[config.mk]
export PLATFORM = sky130hd
export DESIGN_NAME = pmm_result_reader_flat
export DESIGN_NICKNAME = d
export VERILOG_FILES = /design/src/rtl/pmm_result_reader_if.sv /design/src/rtl/pmm_result_reader.sv /design/src/flat_wrapper.sv
export SDC_FILE = /design/constraint.sdc
export NUM_CORES = 1
export LEC_CHECK = 0
export BUFFER_PORTS_ARGS = -buffer_cell sky130_fd_sc_hd__buf_2
export CORE_MARGIN = 2
export CORE_UTILIZATION = 62
export DETAILED_ROUTE_END_ITERATION = 16
export PLACE_DENSITY = 0.82
export RECOVER_POWER = 50
export SKIP_CTS_REPAIR_TIMING = 1
export SLEW_MARGIN = 20
export SYNTH_ARGS = -nofsm -noshare
export SYNTH_HDL_FRONTEND = slang
export SYNTH_SLANG_ARGS = --single-unit
[constraint.sdc]
create_clock -name clk -period 5.5 [get_ports clk]
set_input_delay 0 -clock clk [delete_from_list [all_inputs] [get_ports clk]]
set_output_delay 0 -clock clk [all_outputs]
set_load 0.01 [all_outputs]
[src/rtl/pmm_result_reader_if.sv]
// pmm_result_reader_if: CPU read bus plus PMM match/done inputs.
// master drives loads and match events, slave returns rdata.
interface pmm_result_reader_if;
  logic [31:0] daddr;
  logic        dre;
  logic [31:0] rdata;
  logic [3:0]  match_valid;
  logic [63:0] match_pos;
  logic [3:0]  pmm_done;

  modport master (
    output daddr, dre, match_valid, match_pos, pmm_done,
    input  rdata
  );

  modport slave (
    input  daddr, dre, match_valid, match_pos, pmm_done,
    output rdata
  );
endinterface

[src/rtl/pmm_result_reader.sv]
// pmm_result_reader: PMM match holds drained round-robin into a result FIFO.
// Define PMM_RD_TIMESTAMP_EN to stamp each entry with a 16-bit cycle count.
module pmm_result_reader #(
  parameter int FIFO_DEPTH = 8
) (
  input logic clk,
  input logic reset,
  pmm_result_reader_if.slave bus
);
  localparam int AW = $clog2(FIFO_DEPTH);
  localparam int CW = AW + 1;
`ifdef PMM_RD_TIMESTAMP_EN
  localparam int EW = 34;
`else
  localparam int EW = 18;
`endif

  logic [29:0]   a;
  logic          unused_ok;
  logic [3:0]    hold_v;
  logic [15:0]   hold_pos [4];
  logic [3:0]    ovf;
  logic [3:0]    done_q;
  logic [1:0]    rr_ptr;
  logic [EW-1:0] mem [FIFO_DEPTH];
  logic [EW-1:0] entry;
  logic [EW-1:0] head;
  logic [AW-1:0] wr_ptr;
  logic [AW-1:0] rd_ptr;
  logic [CW-1:0] count;
  logic          rd_status;
  logic          rd_result;
  logic          rd_ts;
  logic          empty;
  logic          full;
  logic          pop;
  logic          push;
  logic          gnt_v;
  logic [1:0]    gnt_id;
  logic [3:0]    drain;
  logic [3:0]    load;
  logic [3:0]    ovf_set;
  logic [31:0]   rd_val;

`ifdef PMM_RD_TIMESTAMP_EN
  logic [15:0]   ts_cnt;
  logic [15:0]   hold_ts [4];
`endif

  assign a         = bus.daddr[31:2];
  assign unused_ok = ^bus.daddr[1:0];
  assign rd_status = bus.dre && (a == 30'd3);
  assign rd_result = bus.dre && (a == 30'd4);
  assign rd_ts     = bus.dre && (a == 30'd5);
  assign empty     = (count == '0);
  assign full      = (count == CW'(FIFO_DEPTH));
  assign pop       = rd_result && !empty;
  assign head      = mem[rd_ptr];

  // First occupied hold at or after rr_ptr; lowest offset wins.
  always_comb begin
    logic [1:0] j;
    gnt_v  = 1'b0;
    gnt_id = 2'd0;
    j      = 2'd0;
    for (int k = 3; k >= 0; k--) begin
      j = rr_ptr + 2'(k);
      if (hold_v[j]) begin
        gnt_v  = 1'b1;
        gnt_id = j;
      end
    end
  end

  assign push    = gnt_v && (!full || pop);
  assign drain   = push ? (4'b1 << gnt_id) : 4'b0;
  assign load    = bus.match_valid & (~hold_v | drain);
  assign ovf_set = bus.match_valid & hold_v & ~drain;

`ifdef PMM_RD_TIMESTAMP_EN
  assign entry = {hold_ts[gnt_id], gnt_id, hold_pos[gnt_id]};
`else
  assign entry = {gnt_id, hold_pos[gnt_id]};
`endif

  always_comb begin
    rd_val = 32'h0;
    unique case (1'b1)
      rd_status: rd_val = {14'b0, full, empty, done_q, ovf, 8'(count)};
      rd_result: rd_val = pop ? {1'b1, 13'b0, head[17:0]} : 32'h0;
`ifdef PMM_RD_TIMESTAMP_EN
      rd_ts:     rd_val = empty ? 32'h0 : {16'h0, head[33:18]};
`else
      rd_ts:     rd_val = 32'h0;
`endif
      default:   rd_val = 32'h0;
    endcase
  end

  always_ff @(posedge clk) begin
    if (reset) begin
      hold_v    <= 4'b0;
      ovf       <= 4'b0;
      done_q    <= 4'b0;
      rr_ptr    <= 2'd0;
      wr_ptr    <= '0;
      rd_ptr    <= '0;
      count     <= '0;
      bus.rdata <= 32'h0;
    end else begin
      hold_v <= (hold_v & ~drain) | load;
      // A same-cycle overflow survives the read-clear.
      ovf    <= (rd_status ? 4'b0 : ovf) | ovf_set;
      done_q <= bus.pmm_done;
      if (push) begin
        wr_ptr <= wr_ptr + 1'b1;
        rr_ptr <= gnt_id + 2'd1;
      end
      if (pop) rd_ptr <= rd_ptr + 1'b1;
      case ({push, pop})
        2'b10:   count <= count + 1'b1;
        2'b01:   count <= count - 1'b1;
        default: count <= count;
      endcase
      if (bus.dre) bus.rdata <= rd_val;
    end
  end

  always_ff @(posedge clk) begin
    if (push) mem[wr_ptr] <= entry;
    for (int i = 0; i < 4; i++) begin
      if (load[i]) begin
        hold_pos[i] <= bus.match_pos[16*i +: 16];
`ifdef PMM_RD_TIMESTAMP_EN
        hold_ts[i]  <= ts_cnt;
`endif
      end
    end
  end

`ifdef PMM_RD_TIMESTAMP_EN
  always_ff @(posedge clk) begin
    if (reset) ts_cnt <= 16'h0;
    else       ts_cnt <= ts_cnt + 16'h1;
  end
`endif
endmodule
[src/flat_wrapper.sv]
// flat-port wrapper written by rule: the top's interface ports become plain ports
module pmm_result_reader_flat 
#(
  parameter int FIFO_DEPTH = 8
)
  (clk, reset, bus_daddr, bus_dre, bus_match_valid, bus_match_pos, bus_pmm_done, bus_rdata);
  pmm_result_reader_if bus_i ();
  input logic clk;
  input logic reset;
  input wire logic [$bits(bus_i.daddr)-1:0] bus_daddr;
  input wire logic [$bits(bus_i.dre)-1:0] bus_dre;
  input wire logic [$bits(bus_i.match_valid)-1:0] bus_match_valid;
  input wire logic [$bits(bus_i.match_pos)-1:0] bus_match_pos;
  input wire logic [$bits(bus_i.pmm_done)-1:0] bus_pmm_done;
  output wire logic [$bits(bus_i.rdata)-1:0] bus_rdata;
  assign bus_i.daddr = bus_daddr;
  assign bus_i.dre = bus_dre;
  assign bus_i.match_valid = bus_match_valid;
  assign bus_i.match_pos = bus_match_pos;
  assign bus_i.pmm_done = bus_pmm_done;
  assign bus_rdata = bus_i.rdata;
  pmm_result_reader #(.FIFO_DEPTH(FIFO_DEPTH)) u_core (.clk(clk), .reset(reset), .bus(bus_i));
endmodule
==> summary.md, run 1 <==
| Metric | Value |
|---|---|
| Diode count | 0 |
| DRT antenna net count | 0 |
| Tot Pwr | 4.70 mW |
| Max-slew violations | 88 |
| Hold_ws | -0.0265 ns |
| DIE WIDTH | 133 microns |
| Static leakage | 4.54 nW |
| WL/cell | 22.2 microns |
| DRT Pass-1 Iters | 5 |
| Count leader, synth | edfxtp_1 |
| # setup viols final | 0 |
| GRT Total Usage | 23.8% |
| Post-Syn Area | 10300 sq um |
| GRT overflow | 0 |
| Top cells by count, synth | edfxtp_1, mux2i_1, dfxtp_1 |
| Filler cell count | 900 |
| Vias | 6285 |
| Final hold viol count | 1 |
| Worst setup EP type | flip-flop |
| Clock Latency Late Sink | 0.53 ns |
| Post-synth top area cell | edfxtp_1 |
| Post-synthesis cell count | 623 |
| Largest net degree at the start of global routing | 42 |
| RSZ-0062 raised after global routing | false |
| CP Launch Type | input pin |
| First-pass GRT wire length | 32.2 mm |
| DRC Markers | 0 |
| Routability cong. | 0.854 |
| Post-Route Skew | 0.0131 ns |
| Final period util | 68.2% |
| CP max FO | 21 |
| Share of cells above drive strength 1 | 27.1% |
| Max-Cap Viols | 3 |
| Post-synthesis sequential area ratio | 69.3% |
| WP data required | 5.93 ns |
| Crit-path max cell delay | 2.55 ns |
| Io pins | 139 |
| CP Class | input pin to flip-flop |
| Row count | 47 |
| Synth cell types | 58 |
| PwrDens | 372 nW/um^2 |
| Status | complete, but fails checks |
| Synth warn | 0 |
| Vias per inst | 5.90 |
| Final wirelength | 23.7 mm |
| Fin nets | 943 |
| Asr flop ratio synth | 0% |
| Die Ht | 133 microns |
| Clk sinks | 254 |
| FF+latch count, synth | 254 |
| IO buf count | 123 |
| Fin Setup TNS | 0 ns |
| Slowest CP cell | nor4_1 |
| Final min period | 3.75 ns |
| Max_slew headroom | -112% |
| Die Area | 17700 sq um |
| Worst Tran Pin Value | 3.16 ns |
| Clock Path Buffers | 3 |
| Top_reg_cell synth | edfxtp_1 |
| Worst vdd ir | 0.460 mV |
| Arrival time at the worst endpoint | 4.18 ns |
| Vias in the first global route | 6088 |
| Top post-synthesis cells by area | edfxtp_1, dfxtp_1, mux4_2 |
| CTS root buf | clkbuf_16 |
| Area grow syn2layout | 22.3% |
| Fmax | 267 MHz |
| CTS clock-pin slew for the worst setup and hold paths | 0.06 ns |
| CP delay by family, top | simple AND/OR/NAND/NOR gates |
| H-tree depth | 1 |
| Worst Hold Class | input pin to flip-flop |
| CTS tree | done |
| Initial antenna violation count | 0 |
| Core Region | 16500 sq um |
| Starting Density | 62.8% |
| Failing checks | negative hold slack, max-capacitance violations, max-slew violations |
| Avg Inst Size Synth | 16.6 sq um |
| HPWL Detailed | 12.8 mm |
| Synth top area share | 60.4% |
| Iteration-0 DRC Markers | 597 |
| Worst path cell trace | buf_2, nor4b_1, nand4_1, nor4_1, a21oi_1, a21oi_2 |
| TritonCTS Buffers | 25 |
| Post-synth EDFFs | 208 |
| Crit path buf inv count | 1 |
layer usage:
layer / routed length [microns] / track usage (%)
met5: 0 / 0
met2: 12300 / 39.9
met4: 804 / 9.52
met1: 8820 / 32.0
met3: 1700 / 3.50
layout by cell type (no fill, tap or decap), types with 5 or more instances in the layout:
| cell type | instances |
|---|---|
| nor2_1 | 12 |
| a21oi_1 | 32 |
| a21oi_2 | 5 |
| nand3_1 | 5 |
| nor2b_1 | 27 |
| dfxtp_1 | 44 |
| mux2_2 | 19 |
| mux4_2 | 36 |
| conb_1 | 13 |
| clkbuf_1 | 36 |
| inv_1 | 12 |
| clkbuf_16 | 25 |
| nor3_1 | 5 |
| dlygate4sd3_1 | 72 |
| buf_2 | 101 |
| edfxtp_1 | 208 |
| ha_1 | 8 |
| nor4_1 | 8 |
| nand2_1 | 31 |
| mux2i_1 | 53 |
| o21ai_0 | 5 |
| buf_4 | 10 |
power by group:
| part | internal [mW] | switching, mW | leakage, nW |
|---|---|---|---|
| clock network | 0.973 | 0.714 | 0.383 |
| logic | 0.246 | 0.365 | 1.85 |
| registers | 2.34 | 0.0631 | 2.31 |
| total | 3.56 | 1.14 | 4.54 |
registers in the layout, summed over array words and instances (netlist names), named ones only:
signal,cells
u_core.hold_v,4
u_core.rd_ptr,3
u_core.wr_ptr,3
u_core.hold_pos,64
u_core.mem,144
u_core.rr_ptr,2
u_core.ovf,4
u_core.done_q,4
u_core.bus.rdata,19
u_core.count,4
path summary, 6_finish.rpt:
path | cells after the start | end | start | slack [ns]
min | 3 | u_core.bus.rdata[16] | bus_dre | -0.03
max reg2reg | 4 | u_core.mem[2][4] | u_core.hold_v[0] | 1.91
min reg2reg | 2 | u_core.bus.rdata[31] | u_core.bus.rdata[31] | 0.47
max | 6 | u_core.bus.rdata[13] | bus_dre | 1.75
worst register-to-register path, stage by stage (launching register included):
cell	delay [ns]
dfxtp_1	0.45
or4_1	0.46
o211ai_1	0.37
nor3_1	1.27
clkbuf_1	0.67
kinds of logic after synthesis:
logic type	after synthesis	share of synthesized area (%)
flops	254	69.3
simple gates	120	6.87
mux	109	15.1
compound gates	70	4.41
buf+inv	56	2.77
fa+ha+maj	9	1.16
xor+xnor	4	0.339
other cells	1	0.0362
layout make-up:
cell class                 count  area [sq um]  area share [%]
inverter                      12          45.0           0.356
clock buffer                  37           691            5.46
tap                          220           275            2.18
multi-input combinational    325          2960            23.4
sequential                   254          7170            56.7
timing repair buffer         209          1400            11.1
clock inverter                 9           118           0.929
stage by stage:
stage	std cells	worst slack, ns	area [sq um]	util, %
after detailed placement	947	2.24	11200	68.1
after global placement	947	2.28	11200	68.1
final	1066	1.75	12700	76.9
after global routing	1066	1.35	12700	76.9
after CTS	993	2.53	12000	73.0
after floorplan	635	1.71	10400	-
No activity file was read; power rests on OpenSTA's default activity.
==> run 2, diff against run 1 <==
--- a/config.mk
+++ b/config.mk
@@ -7,9 +7,9 @@
 export LEC_CHECK = 0
 export BUFFER_PORTS_ARGS = -buffer_cell sky130_fd_sc_hd__buf_2
 export CORE_MARGIN = 2
-export CORE_UTILIZATION = 62
+export CORE_UTILIZATION = 57
 export DETAILED_ROUTE_END_ITERATION = 16
-export PLACE_DENSITY = 0.82
+export PLACE_DENSITY = 0.76
 export RECOVER_POWER = 50
 export SKIP_CTS_REPAIR_TIMING = 1
 export SLEW_MARGIN = 20
==> constraint.sdc (replaced) <==
create_clock -name clk -period 3.6 [get_ports clk]
set_input_delay 0 -clock clk [delete_from_list [all_inputs] [get_ports clk]]
set_output_delay 0 -clock clk [all_outputs]
set_load 0.01 [all_outputs]
==> run 2 against run 1 <==
The flow finishes with violations (max-capacitance violations, max-slew violations); clock power increased by 40%; first-iteration DRC count decreased by 9.0%; utilization decreased by 6.0 points; sequential cell count unchanged; clock-buffer cell count decreased by 2; routed wire length decreased by 3.8%; non-clock buffer count increased by 7; total power increased by 49%; combinational power increased by 55%; largest cell class unchanged; highest routed layer unchanged.
==> summary.md, run 2 (same netlist as run 1, synthesis figures left out) <==
| Metric | Value |
|---|---|
| Max Used Layer | met4 (unchanged) |
| CP max FO | 16 (was 21) |
| RR Startpoint | u_core.hold_v[1] (was u_core.hold_v[0]) |
| Io pins | 139 (unchanged) |
| DRC Markers | 0 (unchanged) |
| Max_slew headroom | -17.5% (was -112%) |
| DRT antenna net count | 0 (unchanged) |
| H-tree depth | 1 (unchanged) |
| PnR worst setup slack | 0.527 ns (was 1.75 ns) |
| Clock Path Buffers | 3 (unchanged) |
| Final hold viol count | 0 (was 1) |
| CTS root buf | clkbuf_16 (unchanged) |
| Fin nets | 951 (was 943) |
| Iteration-0 DRC Markers | 543 (was 597) |
| Most common cell after layout, fill and taps aside | edfxtp_1 (unchanged) |
| Post-Route Skew | 0.0159 ns (was 0.0131 ns) |
| DP Area | 11300 sq um (was 11200 sq um) |
| DRT Pass-1 Iters | 5 (unchanged) |
| Arrival time at the worst endpoint | 3.33 ns (was 4.18 ns) |
| # setup viols final | 0 (unchanged) |
| Design area | 12700 sq um (about the same) |
| Vias in the first global route | 5860 (was 6088) |
| TritonCTS Buffers | 26 (was 25) |
| Hold Crit Start | bus_daddr[4] (was bus_dre) |
| PwrDens | 551 nW/um^2 (was 372 nW/um^2) |
| Worst vdd ir | 0.573 mV (was 0.460 mV) |
| Clk sinks | 254 (unchanged) |
| Clock share of power | 33.8% (was 35.9%) |
| GRT Total Usage | 21.2% (was 23.8%) |
| Most flops, register | u_core.mem (unchanged) |
| Fmax | 325 MHz |
| Largest net degree at the start of global routing | 42 (unchanged) |
| Final Non-Filler Cells | 1084 (was 1066) |
| Filler cell count | 1133 (was 900) |
| CTS tree | done (unchanged) |
| Worst Hold Class | input pin to flip-flop (unchanged) |
| Initial antenna violation count | 1 (was 0) |
| Net Sw Power | 1.69 mW (was 1.14 mW) |
| HPWL Detailed | 12.9 mm (was 12.8 mm) |
| Max-Cap Viols | 2 (was 3) |
| Die Ht | 139 microns (was 133 microns) |
| WHS Endpoint | u_core.bus.rdata[16] (unchanged) |
| Final period util | 85.3% |
| Max-slew violations | 61 (was 88) |
| Worst Tran Pin Value | 1.76 ns (was 3.16 ns) |
| Placement Setup Slack | 0.609 ns (was 2.24 ns) |
| Max reg flops | 144 (unchanged) |
| Switch share | 24.2% (was 24.3%) |
| IO buf count | 123 (unchanged) |
| Slowest CP cell | a22oi_1 (was nor4_1) |
| Hold_ws | 0.0535 ns (was -0.0265 ns) |
| Power share of the combinational group | 13.5% (was 13.0%) |
| M1 wire length | 9.23 mm (was 8.82 mm) |
| Clock Latency Late Sink | 0.52 ns (was 0.53 ns) |
| Final wirelength | 22.8 mm (was 23.7 mm) |
| Vias per inst | 5.73 (was 5.90) |
| Dpl cells | 963 (was 947) |
| Reg2Reg Capture Point | u_core.hold_pos[0][14] (was u_core.mem[2][4]) |
| GRT overflow | 0 (unchanged) |
| Routability cong. | 0.844 (was 0.854) |
| Core Util, Final | 70.8% (was 76.9%) |
| Failing checks | max-capacitance violations, max-slew violations (was negative hold slack, max-capacitance violations, max-slew violations) |
| Hold Crit Depth | 5 (was 3) |
| Starting Density | 57.8% (was 62.8%) |
| Reg2Reg Depth | 8 (was 4) |
| Crit path buf inv count | 3 (was 1) |
| CP Class | flip-flop to flip-flop (was input pin to flip-flop) |
| Status | complete, but fails checks (unchanged) |
| Final min period | 3.07 ns |
| CP Launch Type | flip-flop (was input pin) |
| RSZ-0062 raised after global routing | false (unchanged) |
| Area grow syn2layout | 22.6% (was 22.3%) |
| WP data required | 3.86 ns (was 5.93 ns) |
| Int Pwr | 5.29 mW (was 3.56 mW) |
| Crit-path most repeated cell | inv_1 |
| Row count | 49 (was 47) |
| Met2 WL | 11.5 mm (was 12.3 mm) |
| Die Area | 19200 sq um (was 17700 sq um) |
| CTS clock-pin slew for the worst setup and hold paths | 0.06 ns (about the same) |
| Core Region | 17900 sq um (was 16500 sq um) |
| CP delay by family, top | compound AO/OA/AOI/OAI gates (was simple AND/OR/NAND/NOR gates) |
| Worst path cell trace | inv_1, a221o_1, a22oi_1, inv_1, ha_1, o22ai_1, nor2b_1, buf_4 (was buf_2, nor4b_1, nand4_1, nor4_1, a21oi_1, a21oi_2) |
| Share of cells above drive strength 1 | 27.4% (was 27.1%) |
| Vias | 6206 (was 6285) |
| Reg2reg setup slack | 0.53 ns (was 1.91 ns) |
| First-pass GRT wire length | 31.8 mm (was 32.2 mm) |
| Biggest regs | u_core.mem x144, u_core.hold_pos x64, u_core.bus.rdata x19 (unchanged) |
| WL/cell | 21.0 microns (was 22.2 microns) |
| DIE WIDTH | 139 microns (was 133 microns) |
| Crit-path max cell delay | 0.87 ns (was 2.55 ns) |
| Worst setup EP type | flip-flop (unchanged) |
| Met3 routed WL | 1.64 mm (was 1.70 mm) |
| Seq pwr share | 52.7% (was 51.1%) |
| Commonest cells after routing, fill and taps aside | edfxtp_1, buf_2, dlygate4sd3_1, mux2i_1, dfxtp_1 (unchanged) |
| Static leakage | 4.59 nW (was 4.54 nW) |
[run 2: power by group through the flow]
stage               clock network [mW]  registers (mW)  logic, mW
CTS                               2.39            3.67      0.871
global route                      2.53            3.69       1.02
finish                            2.36            3.68      0.944
floorplan                            0            3.69      0.572
detailed placement                   0            3.73      0.860
global placement                     0            3.70      0.832
[run 2: worst max-delay path by stage]
stage	start	to	cells after the start
after floorplan	bus_daddr[19]	u_core.mem[0][0]	5
after global placement	bus_daddr[19]	u_core.mem[1][12]	7
after detailed placement	bus_daddr[19]	u_core.count[3]	12
after CTS	u_core.hold_v[1]	u_core.hold_pos[1][13]	8
after global routing	bus_dre	u_core.bus.rdata[16]	7
final	u_core.hold_v[1]	u_core.hold_pos[0][14]	8
[run 2: per-layer routing]
layer	up-vias	global-route usage, %
met4	0	4.63
met1	3068	30.3
met2	284	34.1
li1	2818	-
met3	36	4.66
met5	-	0
[run 2: area by class of cell]
class,instances,area (sq um),share of cell area [%]
multi-input cells,325,2950,23.3
clock inverters,12,62.6,0.493
diodes,1,2.50,0.0197
repair buffers,216,1480,11.7
inverters,12,45.0,0.355
clock buffers,35,684,5.40
flip-flops and latches,254,7170,56.5
well taps,229,287,2.26
[run 2: per-stage QoR]
stage | power [mW] | TNS (ns)
6_report | 6.98 | 0
5_1_grt | 7.25 | 0
3_5_place_dp | 4.59 | 0
2_1_floorplan | 4.26 | -0.297
4_1_cts | 6.94 | 0
3_3_place_gp | 4.54 | 0
[run 2: tightest hold or removal path, cell delays in order]
cell	delay, ns
buf_2	0.08
or3_1	0.11
nor4_2	0.14
nand2_1	0.11
a311oi_1	0.08
